<file path="src/rtl/scip_cmd_tx_pkg.sv">
`default_nettype none
// ============================================================================
// Module      : scip_cmd_tx_pkg
// Description : Shared state encoding, SCIP constants and byte helpers.
// Revision    : 1.0 - initial release
// ============================================================================
package scip_cmd_tx_pkg;

    typedef enum logic [2:0] {
        ST_IDLE    = 3'd0,
        ST_CHECK   = 3'd1,
        ST_CONVERT = 3'd2,
        ST_SEND    = 3'd3,
        ST_DONE    = 3'd4
    } scip_state_e;

    localparam logic [10:0] SCIP_MAX_STEP    = 11'd768;
    localparam logic [6:0]  SCIP_MAX_CLUSTER = 7'd99;
    localparam logic [7:0]  ASCII_ZERO       = 8'h30;
    localparam logic [7:0]  SCIP_LF          = 8'h0A;
    localparam logic [7:0]  SCIP_CHAR_G      = 8'h47;
    localparam logic [7:0]  SCIP_CHAR_D      = 8'h44;
    localparam int unsigned CMD_LEN          = 13;
    localparam logic [3:0]  LAST_IDX         = 4'(CMD_LEN - 1);
    localparam int unsigned BCD_CYCLES       = 11;

    function automatic logic [7:0] ascii_digit(input logic [3:0] d);
        return ASCII_ZERO + {4'h0, d};
    endfunction

    // Byte at position idx of "GD" + ssss + eeee + cc + LF.
    function automatic logic [7:0] scip_byte(input logic [3:0]  idx,
                                             input logic [15:0] s_bcd,
                                             input logic [15:0] e_bcd,
                                             input logic [15:0] c_bcd);
        logic [7:0] b;
        case (idx)
            4'd0:    b = SCIP_CHAR_G;
            4'd1:    b = SCIP_CHAR_D;
            4'd2:    b = ascii_digit(s_bcd[15:12]);
            4'd3:    b = ascii_digit(s_bcd[11:8]);
            4'd4:    b = ascii_digit(s_bcd[7:4]);
            4'd5:    b = ascii_digit(s_bcd[3:0]);
            4'd6:    b = ascii_digit(e_bcd[15:12]);
            4'd7:    b = ascii_digit(e_bcd[11:8]);
            4'd8:    b = ascii_digit(e_bcd[7:4]);
            4'd9:    b = ascii_digit(e_bcd[3:0]);
            4'd10:   b = ascii_digit(c_bcd[7:4]);
            4'd11:   b = ascii_digit(c_bcd[3:0]);
            default: b = SCIP_LF;
        endcase
        return b;
    endfunction

endpackage
`default_nettype wire

</file>
<file path="src/rtl/scip_cmd_tx_if.sv">
`default_nettype none
// ============================================================================
// Module      : scip_cmd_if
// Description : Request, status and byte-stream handshake of scip_cmd_tx.
// Revision    : 1.0 - initial release
// ============================================================================
interface scip_cmd_if;
    logic        start;
    logic [10:0] start_step;
    logic [10:0] end_step;
    logic [6:0]  cluster;
    logic [7:0]  tx_data;
    logic        tx_valid;
    logic        tx_ready;
    logic        busy;
    logic        done;
    logic        err;

    modport master (
        output start, start_step, end_step, cluster, tx_ready,
        input  tx_data, tx_valid, busy, done, err
    );

    modport slave (
        input  start, start_step, end_step, cluster, tx_ready,
        output tx_data, tx_valid, busy, done, err
    );
endinterface
`default_nettype wire

</file>
<file path="src/rtl/scip_cmd_tx_bin2bcd_seq.sv">
`default_nettype none
// ============================================================================
// Module      : bin2bcd_seq
// Description : 11-bit binary to 4-digit BCD, shift-add-3, one bit per cycle.
// Revision    : 1.0 - initial release
// ============================================================================
module bin2bcd_seq
    import scip_cmd_tx_pkg::*;
(
    input  wire logic        clk,
    input  wire logic        reset,
    input  wire logic        load,
    input  wire logic [10:0] bin_in,
    output logic      [15:0] bcd_out,
    output logic             done
);

    logic [10:0] bin_q,  bin_d;
    logic [15:0] bcd_q,  bcd_d;
    logic [3:0]  cnt_q,  cnt_d;
    logic        done_q, done_d;
    logic [11:0] w_adj;

    // The thousands digit never reaches 5 for an 11-bit input, so only the
    // lower three digits need the add-3 correction.
    always_comb begin
        w_adj = bcd_q[11:0];
        for (int i = 0; i < 3; i++) begin
            if (bcd_q[4*i +: 4] >= 4'd5) begin
                w_adj[4*i +: 4] = bcd_q[4*i +: 4] + 4'd3;
            end
        end
    end

    always_comb begin
        bin_d  = bin_q;
        bcd_d  = bcd_q;
        cnt_d  = cnt_q;
        done_d = 1'b0;
        if (load) begin
            bin_d = bin_in;
            bcd_d = 16'h0000;
            cnt_d = 4'(BCD_CYCLES);
        end else if (cnt_q != 4'd0) begin
            bcd_d  = {bcd_q[14:12], w_adj, bin_q[10]};
            bin_d  = {bin_q[9:0], 1'b0};
            cnt_d  = cnt_q - 4'd1;
            done_d = (cnt_q == 4'd1);
        end
    end

    always_ff @(posedge clk or negedge reset) begin
        if (!reset) begin
            bin_q  <= '0;
            bcd_q  <= '0;
            cnt_q  <= '0;
            done_q <= 1'b0;
        end else begin
            bin_q  <= bin_d;
            bcd_q  <= bcd_d;
            cnt_q  <= cnt_d;
            done_q <= done_d;
        end
    end

    assign bcd_out = bcd_q;
    assign done    = done_q;

endmodule
`default_nettype wire

</file>
<file path="src/rtl/scip_cmd_tx.sv">
`default_nettype none
// ============================================================================
// Module      : scip_cmd_tx
// Description : Builds and streams the 13-byte SCIP "GD" scan command.
// Revision    : 1.0 - initial release
// ============================================================================
module scip_cmd_tx
    import scip_cmd_tx_pkg::*;
(
    input  wire logic  clk,
    input  wire logic  reset,
    scip_cmd_if.slave  bus
);

    scip_state_e state_q, state_d;
    logic [3:0]  idx_q, idx_d;
    logic [7:0]  tx_data_q, tx_data_d;
    logic        tx_valid_q, tx_valid_d;
    logic [10:0] start_step_q, start_step_d;
    logic [10:0] end_step_q, end_step_d;
    logic [6:0]  cluster_q, cluster_d;

    logic        w_reject;
    logic        w_load;
    logic        w_err;
    logic [3:0]  w_idx_next;
    logic [10:0] w_bin      [3];
    logic [15:0] w_bcd      [3];
    logic [2:0]  w_conv_done;
    logic        w_conv_all;

    assign w_bin[0] = start_step_q;
    assign w_bin[1] = end_step_q;
    assign w_bin[2] = {4'h0, cluster_q};

    for (genvar g = 0; g < 3; g++) begin : g_bcd
        bin2bcd_seq u_conv (
            .clk     (clk),
            .reset   (reset),
            .load    (w_load),
            .bin_in  (w_bin[g]),
            .bcd_out (w_bcd[g]),
            .done    (w_conv_done[g])
        );
    end

    assign w_conv_all = &w_conv_done;
    assign w_reject   = (start_step_q > end_step_q)      ||
                        (end_step_q   > SCIP_MAX_STEP)   ||
                        (cluster_q    > SCIP_MAX_CLUSTER);
    assign w_idx_next = idx_q + 4'd1;

    always_comb begin
        state_d      = state_q;
        idx_d        = idx_q;
        tx_data_d    = tx_data_q;
        tx_valid_d   = tx_valid_q;
        start_step_d = start_step_q;
        end_step_d   = end_step_q;
        cluster_d    = cluster_q;
        w_load       = 1'b0;
        w_err        = 1'b0;
        case (state_q)
            ST_IDLE: begin
                if (bus.start) begin
                    start_step_d = bus.start_step;
                    end_step_d   = bus.end_step;
                    cluster_d    = bus.cluster;
                    state_d      = ST_CHECK;
                end
            end
            ST_CHECK: begin
                if (w_reject) begin
                    w_err   = 1'b1;
                    state_d = ST_IDLE;
                end else begin
                    w_load  = 1'b1;
                    state_d = ST_CONVERT;
                end
            end
            ST_CONVERT: begin
                if (w_conv_all) begin
                    idx_d      = 4'd0;
                    tx_data_d  = scip_byte(4'd0, w_bcd[0], w_bcd[1], w_bcd[2]);
                    tx_valid_d = 1'b1;
                    state_d    = ST_SEND;
                end
            end
            ST_SEND: begin
                // Registered valid keeps the handshake free of a ready->valid path.
                if (tx_valid_q && bus.tx_ready) begin
                    if (idx_q == LAST_IDX) begin
                        tx_valid_d = 1'b0;
                        state_d    = ST_DONE;
                    end else begin
                        idx_d     = w_idx_next;
                        tx_data_d = scip_byte(w_idx_next, w_bcd[0], w_bcd[1], w_bcd[2]);
                    end
                end
            end
            ST_DONE: begin
                idx_d   = 4'd0;
                state_d = ST_IDLE;
            end
            default: begin
                state_d = ST_IDLE;
            end
        endcase
    end

    always_ff @(posedge clk or negedge reset) begin
        if (!reset) begin
            state_q      <= ST_IDLE;
            idx_q        <= '0;
            tx_data_q    <= '0;
            tx_valid_q   <= 1'b0;
            start_step_q <= '0;
            end_step_q   <= '0;
            cluster_q    <= '0;
        end else begin
            state_q      <= state_d;
            idx_q        <= idx_d;
            tx_data_q    <= tx_data_d;
            tx_valid_q   <= tx_valid_d;
            start_step_q <= start_step_d;
            end_step_q   <= end_step_d;
            cluster_q    <= cluster_d;
        end
    end

    assign bus.tx_data  = tx_data_q;
    assign bus.tx_valid = tx_valid_q;
    assign bus.busy     = (state_q != ST_IDLE);
    assign bus.done     = (state_q == ST_DONE);
    assign bus.err      = w_err;

endmodule
`default_nettype wire
</file>
<file path="src/flat_wrapper.sv">
// flat-port wrapper written by rule: the top's interface ports become plain ports
module scip_cmd_tx_flat import scip_cmd_tx_pkg::*;
  (clk, reset, bus_start, bus_start_step, bus_end_step, bus_cluster, bus_tx_ready, bus_tx_data, bus_tx_valid, bus_busy, bus_done, bus_err);
  scip_cmd_if bus_i ();
  input  wire logic clk;
  input  wire logic reset;
  input wire logic [$bits(bus_i.start)-1:0] bus_start;
  input wire logic [$bits(bus_i.start_step)-1:0] bus_start_step;
  input wire logic [$bits(bus_i.end_step)-1:0] bus_end_step;
  input wire logic [$bits(bus_i.cluster)-1:0] bus_cluster;
  input wire logic [$bits(bus_i.tx_ready)-1:0] bus_tx_ready;
  output wire logic [$bits(bus_i.tx_data)-1:0] bus_tx_data;
  output wire logic [$bits(bus_i.tx_valid)-1:0] bus_tx_valid;
  output wire logic [$bits(bus_i.busy)-1:0] bus_busy;
  output wire logic [$bits(bus_i.done)-1:0] bus_done;
  output wire logic [$bits(bus_i.err)-1:0] bus_err;
  assign bus_i.start = bus_start;
  assign bus_i.start_step = bus_start_step;
  assign bus_i.end_step = bus_end_step;
  assign bus_i.cluster = bus_cluster;
  assign bus_i.tx_ready = bus_tx_ready;
  assign bus_tx_data = bus_i.tx_data;
  assign bus_tx_valid = bus_i.tx_valid;
  assign bus_busy = bus_i.busy;
  assign bus_done = bus_i.done;
  assign bus_err = bus_i.err;
  scip_cmd_tx u_core (.clk(clk), .reset(reset), .bus(bus_i));
endmodule
</file>
<file path="config.mk">
export PLATFORM = sky130hd
export DESIGN_NAME = scip_cmd_tx_flat
export DESIGN_NICKNAME = d
export VERILOG_FILES = /design/src/rtl/scip_cmd_tx_pkg.sv /design/src/rtl/scip_cmd_tx_if.sv /design/src/rtl/scip_cmd_tx_bin2bcd_seq.sv /design/src/rtl/scip_cmd_tx.sv /design/src/flat_wrapper.sv
export SDC_FILE = /design/constraint.sdc
export NUM_CORES = 1
export LEC_CHECK = 0
export CELL_PAD_IN_SITES_DETAIL_PLACEMENT = 0
export CELL_PAD_IN_SITES_GLOBAL_PLACEMENT = 1
export CORE_MARGIN = 2
export CORE_UTILIZATION = 40
export CTS_BUF_LIST = sky130_fd_sc_hd__clkbuf_4 sky130_fd_sc_hd__clkbuf_8 sky130_fd_sc_hd__clkbuf_16
export DETAILED_ROUTE_END_ITERATION = 7
export HOLD_SLACK_MARGIN = 0.03
export MAX_ROUTING_LAYER = met4
export PLACE_DENSITY = 0.8
export SYNTH_ARGS = -nofsm -noshare
export SYNTH_HDL_FRONTEND = slang
export SYNTH_SLANG_ARGS = --single-unit
</file>
<file path="constraint.sdc">
create_clock -name clk -period 2.4 [get_ports clk]
set_input_delay 0.72 -clock clk [delete_from_list [all_inputs] [get_ports clk]]
set_output_delay 0.72 -clock clk [all_outputs]
set_load 0.02 [all_outputs]
</file>
==> reports/qor.yml <==
logic_synthesis:
  async_reset_ff_frac: 1.00
  yosys.area.top_type: "dfrtp_1"
  netlist_area_sq_um: 7230
  yosysUniqueCellTypes: 62
  avgSynthCellArea_sq_um: 8.73
  ys_top_cells_by_count: "nand2_1, dfrtp_1, nor2_1"
  synth_seq_area_share: 0.454
  synthFlopType: "dfrtp_1"
  yosys_warnings: 0
  yosys-top-cells-area: "dfrtp_1, nand2_1, ha_1"
  ys_ff_latch: 131
  synth.most_common_cell: "nand2_1"
  syn_nets: 902
  synth-edff-count: 0
  synthCells: 828
  synth_top_area_frac: 0.454
floorplanning:
  num_rows: 49
  die-height_microns: 138
  dieArea_sq_um: 19200
  fp.dieW_microns: 138
  ios: 45
  core-area_sq_um: 17800
  initial_utilization: 0.405
grt:
  track_usage: 0.194
  antenna_found_initial: 0
  grt_pass1_wl_microns: 29300
  grt_start_max_net_pins: 49
  grt_overflow: 0
  grt_pass1_vias: 5768
clock_tree:
  hold_buffers: 0
  tritoncts: "done"
  cts_made_buffers: 17
  clock_sinks: 131
  clk_pin_slew_ns: 0.06
  htree_levels: 4
  insertion_delay_ns: 0.42
  root_buffer: "clkbuf_16"
  clockBufferDepth: 2
setup_path:
  endpoint_kind: "primary output"
  crit_path_cell_trace: "ha_1 -> and3_4 -> a221o_1 -> nor4b_4 -> nor2_1 -> nor3_2 -> nor2_1 -> buf_2"
  cp_top_family: "simple AND/OR/NAND/NOR gates"
  max_stage_delay_ns: 0.38
  crit_path_top_delay_cell: "dfrtp_1"
  crit_type: "reg2out"
  cp.arrival_ns: 2.28
  worstSetupStartpoint: "u_core.start_step_q[10]"
  required_ns: 1.68
  worst_path_most_repeated_cell: "nor2_1"
  critical_path_buf_inv_count: 1
  worstReg2RegStart: "u_core.start_step_q[10]"
  worstSetupStartpointType: "flip-flop"
  crit_fanout: 2
timing:
  setup_viol: 1
  period_needed_ns: 3.00
  worst_slew_margin_rel: 0.595
  hold_violations: 0
  fmax_mhz: 334
  fin_ws_ns: -0.597
  fin_crit_sh: 1.25
  rsz0062_at_grt: "true"
  slew_viol_final: 0
  clock_skew_ns: 0.00860
  worst_pin_slew_ns: 0.606
placed_design:
  port_buffers: 43
  place_congestion: 0.906
  place_hpwl_microns: 12000
  dp_cells: 1125
  dp_slack_ns: -0.581
hold_path:
  hp-class: "in2async"
pwr:
  p_leak_nw: 4.10
  power_mw: 12.2
  p_per_area_nw_per_um2: 1330
  ir_drop_mv: 0.723
final_layout:
  drive_gt1_frac: 0.142
  diodes: 0
  final_cells: 1161
  syn_to_final_growth_pct: 26.4
  fin_nets: 993
  fillers: 1681
detailed_routing:
  wire_per_inst_microns: 15.2
  drc_errors: 0
  via_per_inst: 5.22
  drt_wl_total_microns: 17600
  drt_iter0_drc: 410
  drtPass1Iterations: 5
  ant_nets: 0
  vias: 6062
run_status:
  violations: "setup timing"
  status: "complete, but fails checks"
run:
  cap_viol_max_count: 0
==> flip-flops by register name (all words and copies together), names as in the netlist <==
| name | cells |
|---|---|
| u_core.g_bcd.u_conv.bcd_out | 40 |
| u_core.g_bcd.u_conv.bin_q | 33 |
| u_core.g_bcd.u_conv.cnt_q | 12 |
| u_core.end_step_q | 11 |
| u_core.start_step_q | 11 |
| u_core.cluster_q | 7 |
| u_core.bus.tx_data | 6 |
| u_core.idx_q | 4 |
| u_core.g_bcd.u_conv.done | 3 |
| u_core.state_q | 3 |
| u_core.bus.tx_valid | 1 |
==> worst paths after layout <==
kind | end | slack, ns | cells past startpoint
max | bus_err | -0.60 | 8
min | u_core.bus.tx_valid | 0.23 | 1
max reg2reg | u_core.g_bcd[0].u_conv.bin_q[1] | 0.06 | 11
min reg2reg | u_core.g_bcd[2].u_conv.bin_q[0] | 0.47 | 2
max in group asynchronous | u_core.g_bcd[1].u_conv.bin_q[0] | 1.57 | 2
min in group clk | u_core.g_bcd[2].u_conv.bin_q[0] | 0.47 | 2
==> logic make-up after synthesis <==
logic type,share of synthesized area
adders and majority gates,0.0710
xor gates and xnor gates,0.0322
and+or+nand+nor,0.199
buffers and inverters,0.0480
muxes,0.0350
DFF,0.454
other,0.000519
AOI/OAI and AO/OA,0.160
==> through the flow <==
stage / setup TNS (ns) / cell area [sq um] / hold WS (ns) / util
6_report: -0.597 / 9130 / 0.227 / 0.512
5_1_grt: -0.702 / 9130 / 0.251 / 0.512
4_1_cts: -0.687 / 8980 / 0.233 / 0.504
3_5_place_dp: -0.581 / 8370 / 0.455 / 0.469
3_3_place_gp: -0.560 / 8370 / 0.444 / 0.469
2_1_floorplan: -0.0657 / 7230 / 0.424 / -
==> cells in the final DEF (no fill, tap or decap), types with 5 or more instances in the layout <==
cell type / count
and2_1: 7
nor2_1: 63
nor2b_1: 5
inv_1: 35
o21ai_0: 47
dfrtp_1: 131
nand2_1: 171
nor3_1: 19
inv_2: 6
a21oi_1: 62
buf_4: 64
clkdlybuf4s50_1: 39
clkbuf_16: 19
a211oi_1: 5
xnor2_1: 16
inv_6: 5
mux2i_1: 5
nand2b_1: 9
ha_1: 39
mux2_1: 18
a31oi_1: 29
buf_12: 8
nand3_1: 30
xor2_1: 5
==> timing repair <==
item,CTS,global route
buffers inserted,1,2
pin swaps,1,2
resized for setup,10,17
setup endpoints to repair,3,79
cloned,0,2
==> where the power goes <==
part / total (mW) / switching, mW / leakage (nW) / internal [mW]
Sequential: 3.91 / 0.789 / 1.66 / 3.12
Clock: 2.73 / 1.04 / 0.295 / 1.69
Combinational: 5.53 / 2.91 / 2.14 / 2.62
Total: 12.2 / 4.74 / 4.10 / 7.43
==> metal layers <==
layer	part of all wire	vias up	GRT usage
met5	0	-	-
met4	0.012	0	0.0494
met3	0.040	17	0.0412
met2	0.47	126	0.295
met1	0.48	2874	0.264
li1	-	3045	-
==> final cells by class <==
class                           instances  area [sq um]  area share
Multi-Input combinational cell        611          3680       0.403
Clock buffer                           19           447      0.0489
Clock inverter                         13           174      0.0190
Timing Repair Buffer                  117          1110       0.122
Inverter                               41           154      0.0169
Tap cell                              229           287      0.0314
Sequential cell                       131          3280       0.359
No activity file was read; power rests on OpenSTA's default activity.
